### src/rtl/stack_file_pkg.sv
// Shared types for the operand stack: the stack op encoding and the per-op entry requirement.
package stack_file_pkg;

    typedef enum logic [1:0] {
        HOLD  = 2'b00,
        ADV_1 = 2'b01,
        DES_1 = 2'b10,
        DES_2 = 2'b11
    } stk_op_t;

    // Minimum number of valid entries an op needs before it may touch cnt or storage.
    function automatic int unsigned min_entries(input stk_op_t op, input logic wr_en);
        unique case (op)
            HOLD:    return wr_en ? 32'd1 : 32'd0;
            ADV_1:   return 32'd0;
            DES_1:   return wr_en ? 32'd2 : 32'd1;
            DES_2:   return 32'd2;
            default: return 32'd0;
        endcase
    endfunction

endpackage

### src/rtl/stack_ptr.sv
// Stack depth counter: applies one op per clock, saturating at 0 and DEPTH,
// and reports whether the op is legal or raised an overflow/underflow event.
module stack_ptr
    import stack_file_pkg::*;
#(
    parameter  int unsigned DEPTH = 16,
    localparam int unsigned CW    = $clog2(DEPTH + 1)
) (
    input  logic          clk,
    input  logic          reset,
    input  stk_op_t       op,
    input  logic          wr_en,
    output logic [CW-1:0] cnt,
    output logic          full,
    output logic          empty,
    output logic          legal,
    output logic          ovf_evt,
    output logic          unf_evt
);

    logic [CW-1:0] cnt_q, cnt_d;

    assign cnt   = cnt_q;
    assign full  = (cnt_q == CW'(DEPTH));
    assign empty = (cnt_q == '0);

    always_comb begin
        ovf_evt = (op == ADV_1) && full;
        unf_evt = (op != ADV_1) && (32'(cnt_q) < min_entries(op, wr_en));
        legal   = !(ovf_evt || unf_evt);
        cnt_d   = cnt_q;
        if (legal) begin
            unique case (op)
                HOLD:  cnt_d = cnt_q;
                ADV_1: cnt_d = cnt_q + CW'(1);
                DES_1: cnt_d = cnt_q - CW'(1);
                DES_2: cnt_d = cnt_q - CW'(2);
                default: cnt_d = cnt_q;
            endcase
        end
    end

    always_ff @(posedge clk or negedge reset) begin
        if (!reset) begin
            cnt_q <= '0;
        end else begin
            cnt_q <= cnt_d;
        end
    end

endmodule

### src/rtl/stack_file.sv
// Operand stack for the stack processor: flop storage, TOS/NOS read ports,
// write-back index selection and sticky overflow/underflow flags.
module stack_file
    import stack_file_pkg::*;
#(
    parameter  int unsigned WIDTH = 8,
    parameter  int unsigned DEPTH = 16,
    localparam int unsigned CW    = $clog2(DEPTH + 1)
) (
    input  logic             clk,
    input  logic             reset,
    input  stk_op_t          op,
    input  logic             wr_en,
    input  logic [WIDTH-1:0] wr_data,
    input  logic             clr_err,
    output logic [WIDTH-1:0] tos,
    output logic [WIDTH-1:0] nos,
    output logic [CW-1:0]    cnt,
    output logic             empty,
    output logic             full,
    output logic             ovf,
    output logic             unf
);

    localparam int unsigned AW = $clog2(DEPTH);

    logic             legal, ovf_evt, unf_evt, do_write;
    logic [AW-1:0]    wr_idx, tos_idx, nos_idx;
    logic [WIDTH-1:0] mem [DEPTH];
    logic             ovf_q, unf_q;

    stack_ptr #(
        .DEPTH(DEPTH)
    ) u_stack_ptr (
        .clk    (clk),
        .reset  (reset),
        .op     (op),
        .wr_en  (wr_en),
        .cnt    (cnt),
        .full   (full),
        .empty  (empty),
        .legal  (legal),
        .ovf_evt(ovf_evt),
        .unf_evt(unf_evt)
    );

    // Index is only meaningful once legal confirms enough entries exist.
    always_comb begin
        unique case (op)
            HOLD:    wr_idx = AW'(cnt - CW'(1));
            DES_1:   wr_idx = AW'(cnt - CW'(2));
            default: wr_idx = AW'(cnt);
        endcase
        do_write = reset && legal && ((op == ADV_1) || (wr_en && (op != DES_2)));
    end

    always_ff @(posedge clk) begin
        if (do_write) begin
            mem[wr_idx] <= wr_data;
        end
    end

    assign tos_idx = AW'(cnt - CW'(1));
    assign nos_idx = AW'(cnt - CW'(2));
    assign tos     = (cnt >= CW'(1)) ? mem[tos_idx] : '0;
    assign nos     = (cnt >= CW'(2)) ? mem[nos_idx] : '0;

    // A new error in the same cycle as clr_err keeps the flag set.
    always_ff @(posedge clk or negedge reset) begin
        if (!reset) begin
            ovf_q <= 1'b0;
            unf_q <= 1'b0;
        end else begin
            ovf_q <= (ovf_q && !clr_err) || ovf_evt;
            unf_q <= (unf_q && !clr_err) || unf_evt;
        end
    end

    assign ovf = ovf_q;
    assign unf = unf_q;

    op_known_a: assert property (@(posedge clk) disable iff (!reset) !$isunknown(op));

endmodule
### config.mk
export PLATFORM = sky130hd
export DESIGN_NAME = stack_file
export DESIGN_NICKNAME = d
export VERILOG_FILES = /design/src/rtl/stack_file_pkg.sv /design/src/rtl/stack_ptr.sv /design/src/rtl/stack_file.sv
export SDC_FILE = /design/constraint.sdc
export NUM_CORES = 1
export LEC_CHECK = 0
export CORE_UTILIZATION = 60
export DETAILED_ROUTE_END_ITERATION = 8
export HOLD_SLACK_MARGIN = 0.02
export MAX_ROUTING_LAYER = met4
export PLACE_DENSITY = 0.9
export RECOVER_POWER = 50
export SLEW_MARGIN = 30
export SYNTH_ARGS = -nofsm -noshare
export SYNTH_HDL_FRONTEND = slang
export SYNTH_HIERARCHICAL = 1
export SYNTH_SLANG_ARGS = --single-unit
### constraint.sdc
create_clock -name clk -period 3.3 [get_ports clk]
set_clock_uncertainty 0.05 [all_clocks]
set_input_delay 0.495 -clock clk [delete_from_list [all_inputs] [get_ports clk]]
set_output_delay 0.495 -clock clk [all_outputs]
set_load 0.03 [all_outputs]
# [After elaboration in Yosys (flattened, before gate mapping)]
# Memories as Yosys holds them, arrays and structs flattened.
# Cells that the tools add are included.
[op_classes] addsub=3 order_cmp=3 eq_ne=6 mux=9 bitwise=2 n_reduce_logical=16
[op_table] op="$pmux W32 S4" count=1
[op_table] op="$lt A5 B32 Y1" count=1
[op_table] op="$mux W8" count=2
[op_table] op="$pmux W5 S3" count=1
[op_table] op="$pmux W4 S2" count=1
[op_table] op="$logic_and A1 B1 Y1" count=7
[op_table] op="$add A5 B1 Y5 const B" count=1
[op_table] op="$eq A5 B5 Y1 const B" count=1
[op_table] op="$ge A5 B1 Y1 const B" count=1
[op_table] op="$ge A5 B2 Y1 const B" count=1
[op_table] op="$logic_not A5 Y1" count=1
[op_table] op="$sub A5 B1 Y5 const B" count=1
[op_table] op="$sub A5 B2 Y5 const B" count=1
[op_table] op="$eq A2 B2 Y1 const B" count=2
[op_table] op="$logic_or A1 B1 Y1" count=4
[op_table] op="$mux W1" count=3
[op_table] op="$eq A2 B1 Y1 const B" count=1
[op_table] op="$logic_not A1 Y1" count=2
[op_table] op="$logic_not A2 Y1" count=1
[op_table] op="$mux W2" count=1
[op_table] op="$ne A2 B1 Y1 const B" count=1
[op_table] op="$ne A2 B2 Y1 const B" count=1
[op_table] op="$not A1 Y1" count=2
[op_table] op="$reduce_and A2 Y1" count=1
[word_totals] ff_bits=7 mem_bits_rw=128 input_bits=14 out_inout_bits=25 word_cells=43 memories=1
[memory_table] name="mem" words=16 word_bits=8 rd=2 rd_clocked_by_memory_dff=0 write_ports=1 line_no="stack_file.sv:29" text="logic [WIDTH-1:0] mem [DEPTH];"

# [Longest topological paths before layout]
[depth] word_depth=10 depth_mapped=11 depth_no_buf=10

# [Cells and area by module]
# Netlist, hierarchy kept.
[modules_own_cells] mod="stack_file" n_inst=1 cells_each=403 area_each_um2=6488.7 seq_area_each_um2=3893.7
[modules_own_cells] mod="stack_ptr" n_inst=1 cells_each=58 area_each_um2=489.2 seq_area_each_um2=125.1

# [Least setup slack after synthesis]
# OpenSTA, ideal clock, no wires.
[synth_path] kind="register -> output" start="reg u_stack_ptr.cnt_q[0] (netlist: u_stack_ptr/cnt[0])" end="out tos[7]" t_arrival_ns=2.671 t_required_ns=2.755 slack_ns=0.084 stages_incl_launch_ff=10 n_path_buf=4 cell_sequence="dfrtp_1 -> buf_6 -> buf_4 -> inv_1 -> ha_1 -> buf_4 -> buf_2 -> mux4_2 -> mux2i_1 -> o22ai_1"
[synth_via] elab_chain_len=3 word_cells_on_any_way=4 classes_between="1 x add/sub; 1 x order compare; 1 x mux; 1 x memory"
[synth_lines] item="start, declared" line_no="stack_ptr.sv:21" text="logic [CW-1:0] cnt_q, cnt_d;"
[synth_lines] item="start signal, assigned" line_no="stack_ptr.sv:47" text="cnt_q <= cnt_d;"
[synth_lines] item="$sub A5 B1 Y5"
[synth_lines] item="$mem_v2 Z16 W8"
[synth_lines] item="$mux W8 *" line_no="stack_file.sv:65" text="assign tos = (cnt >= CW'(1)) ? mem[tos_idx] : '0;"
[synth_lines] item="end, declared" line_no="stack_file.sv:16" text="output logic [WIDTH-1:0] tos,"
# Mark *: on every way between the ends. The rest lies on a longest branch, timed or not.

# [Final worst setup path]
[layout_path] start="reg u_stack_ptr.cnt_q[0] (netlist: u_stack_ptr/cnt[0])" end="out nos[1]"
[layout_via] elab_chain_len=3 word_cells_on_any_way=4 classes_between="1 x add/sub; 1 x order compare; 1 x mux; 1 x memory"
[layout_lines] item="$sub A5 B2 Y5"
[layout_lines] item="$mem_v2 Z16 W8"
[layout_lines] item="$mux W8 *" line_no="stack_file.sv:66" text="assign nos = (cnt >= CW'(2)) ? mem[nos_idx] : '0;"
[layout_lines] item="end, declared" line_no="stack_file.sv:17" text="output logic [WIDTH-1:0] nos,"
# Marked as above.

==> summary.md <==
| Metric | Value |
|---|---|
| CTS sink cnt | 135 |
| Syn_nets | 486 |
| CTS Buffer Depth | 2 |
| Chip width | 110 um |
| Unique masters post-synth | 49 |
| GP Congestion | 0.909 |
| Worst relative slew slack | 37.2% |
| Vias per cell | 7.40 |
| First-pass GRT wire length | 28.9 mm |
| CTS tree | yes |
| Critical path arrival | 2.80 ns |
| Iter 0 DRT Violations | 1007 |
| Top-area cell type share of the netlist area | 55.1% |
| Fmax achieved | 299 MHz |
| WL final | 20.4 mm |
| RSZ-0062 raised after global routing | true |
| Synthesized instance count | 461 |
| Yosys Warn Count | 6 |
| Setup ws final | -0.0410 ns |
| Fraction of registers with async set/reset | 5.19% |
| Crit path time final | 3.34 ns |
| Worst-path clk slew | 0.06 ns |
| Failing checks | setup timing |
| Worst setup SP type | register |
| Syn Std Cell Area | 6980 um2 |
| Most common cell after layout, fill and taps aside | edfxtp_1 |
| Cell taking the most area after synthesis | edfxtp_1 |
| CORE AREA | 11400 um2 |
| Total track usage | 35.4% |
| Post-synth top flop | edfxtp_1 |
| Hold buffer count at CTS | 0 |
| Crit end category | output port |
| Outcome | complete, but fails checks |
| Layout cell share with drive strength beyond 1 | 29.6% |
| First-pass detailed-route iteration total | 9 |
| Via count | 5128 |
| Crit Path Class | reg2out |
| CP max FO | 10 |
| Die Y-Extent | 110 um |
| HPWL after DPL | 11.8 mm |
| Maxcap violations | 0 |
| Worst Hold Class | reg2reg |
| Final Hold Fails | 0 |
| Number of buffers added on ports | 38 |
| H-tree lvl count | 4 |
| Clock root buffer | clkbuf_16 |
| Pin count of the biggest net entering global routing | 72 |
| Initial antenna violation count | 0 |
| Most frequent cells in the layout | 128 x edfxtp_1, 44 x buf_4, 43 x mux2i_1 |
| Post-synthesis sequential area ratio | 57.6% |
| Drt wl/cell | 29.4 um |
| Max Slew Vio Count | 0 |
| Rows | 39 |
| Die ar. | 12100 um2 |
| Vias in the first global route | 4907 |
| GR Overflow Total | 0 |
| Final #Nets | 562 |
| Placement Setup Slack | 0.0118 ns |
| Antenna-violating nets left | 0 |
| Initial Util | 61.4% |
| Mapped Avg Cell Area | 15.1 um2 |
| CP Data Required Time | 2.75 ns |
| Worst-Skew Late Latency | 0.42 ns |
| Area Overhead vs Synth | 19.4% |
| Top post-synthesis cells by area | edfxtp_1 55%, mux4_2 11%, mux2i_1 6.7% |
| Fin crit share | 101% |
| Worst Max-Slew Pin Slew | 0.938 ns |
| Final setup fails | 2 |
| CTS Buf Count | 17 |
| Yosys reg bits | 135 |
| Fillers | 623 |
| Ports | 39 |
| Ant diodes | 0 |
| DR DRC count | 0 |
| EDFF count, synth | 128 |
==> per-layer routing <==
metal / track usage, % / vias to the layer above / part of all wire [%]
met2: 51.3 / 521 / 47
met1: 45.6 / 2461 / 34
met5: - / - / 0
li1: - / 2023 / -
met3: 10.1 / 123 / 14
met4: 18.1 / 0 / 5.1
==> worst paths after layout <==
path	startpoint	to	slack (ns)	cells past startpoint
setup / recovery	u_stack_ptr/cnt[0]$_DFFE_PN0P_	nos[1]	-0.04	9
hold / removal	unf$_DFF_PN0_	unf$_DFF_PN0_	0.42	1
setup reg to reg	u_stack_ptr/cnt[1]$_DFFE_PN0P_	mem[9][7]$_DFFE_PP_	0.44	9
hold reg to reg	unf$_DFF_PN0_	unf$_DFF_PN0_	0.42	1
max in group asynchronous	reset	u_stack_ptr/cnt[0]$_DFFE_PN0P_	2.38	2
min in group asynchronous	reset	u_stack_ptr/cnt[4]$_DFFE_PN0P_	0.52	2
==> cells in the mapped netlist, types with 2 or more instances <==
| master | number |
|---|---|
| o22a_1 | 2 |
| a22oi_1 | 8 |
| dfrtp_1 | 7 |
| buf_6 | 8 |
| ha_1 | 10 |
| and3b_1 | 2 |
| o211ai_1 | 7 |
| a21o_1 | 3 |
| nor2_2 | 2 |
| nand3_1 | 3 |
| clkbuf_1 | 2 |
| o22ai_1 | 17 |
| xnor2_1 | 4 |
| a222oi_1 | 8 |
| buf_2 | 3 |
| nor2_1 | 26 |
| a221oi_1 | 9 |
| xor2_1 | 4 |
| nor4_1 | 2 |
| a21oi_1 | 9 |
| o21ai_1 | 4 |
| nor2b_1 | 8 |
| buf_4 | 7 |
| inv_1 | 7 |
| nand2_1 | 35 |
| mux2_2 | 21 |
| o21ai_0 | 13 |
| mux4_2 | 34 |
| nor3_1 | 2 |
| mux2i_1 | 47 |
| edfxtp_1 | 128 |
| nand2b_1 | 2 |
==> cells by family after synthesis <==
| logic type | share of synthesized area, % |
|---|---|
| buffers and inverters | 3.08 |
| adder cells (fa/ha/maj) | 2.08 |
| AO/OA/AOI/OAI | 8.71 |
| flip-flops | 57.6 |
| AND/OR/NAND/NOR | 5.56 |
| multiplexers | 21.1 |
| XOR/XNOR | 1.86 |
==> metrics by stage <==
step,setup TNS [ns],util (%),cell area [um2],hold WS (ns),cells
3_5_place_dp,0,67.0,7620,0.418,654
2_1_floorplan,0,-,6980,0.149,461
4_1_cts,-0.0490,72.4,8240,0.356,686
3_3_place_gp,0,67.0,7620,0.411,654
6_report,-0.0456,73.3,8330,0.419,693
5_1_grt,-0.223,73.3,8330,0.450,693
==> state kept, by name, indices dropped and copies added (netlist names) <==
| name | count |
|---|---|
| mem | 128 |
| ovf | 1 |
| u_stack_ptr/cnt | 5 |
| unf | 1 |
==> critical path: stages, from the launching register on <==
cell      delay [ns]
dfrtp_4         0.54
inv_1           0.16
buf_4           0.17
ha_1            0.13
nor2b_2         0.18
o21ai_4         0.14
a222oi_1        0.57
o21ai_0         0.20
nand2_1         0.11
buf_4           0.17
==> timing repair <==
item | CTS | global route
buffers inserted | 0 | 6
gates cloned | 0 | 1
resized for setup | 44 | 16
pin swaps | 0 | 3
endpoints found under the setup margin | 16 | 16
==> final cells by class <==
cell class	instances	area [um2]	share of cell area, %
Tap cell	143	179	2.15
Clock inverter	13	145	1.74
Multi-Input combinational cell	296	2830	34.0
Clock buffer	19	433	5.20
Sequential cell	135	4020	48.3
Inverter	7	26.3	0.315
Timing Repair Buffer	80	694	8.34
Power is left out: the tool's default activity adds up to more than one toggle a clock period on the data nets, which glitch-free logic cannot reach.
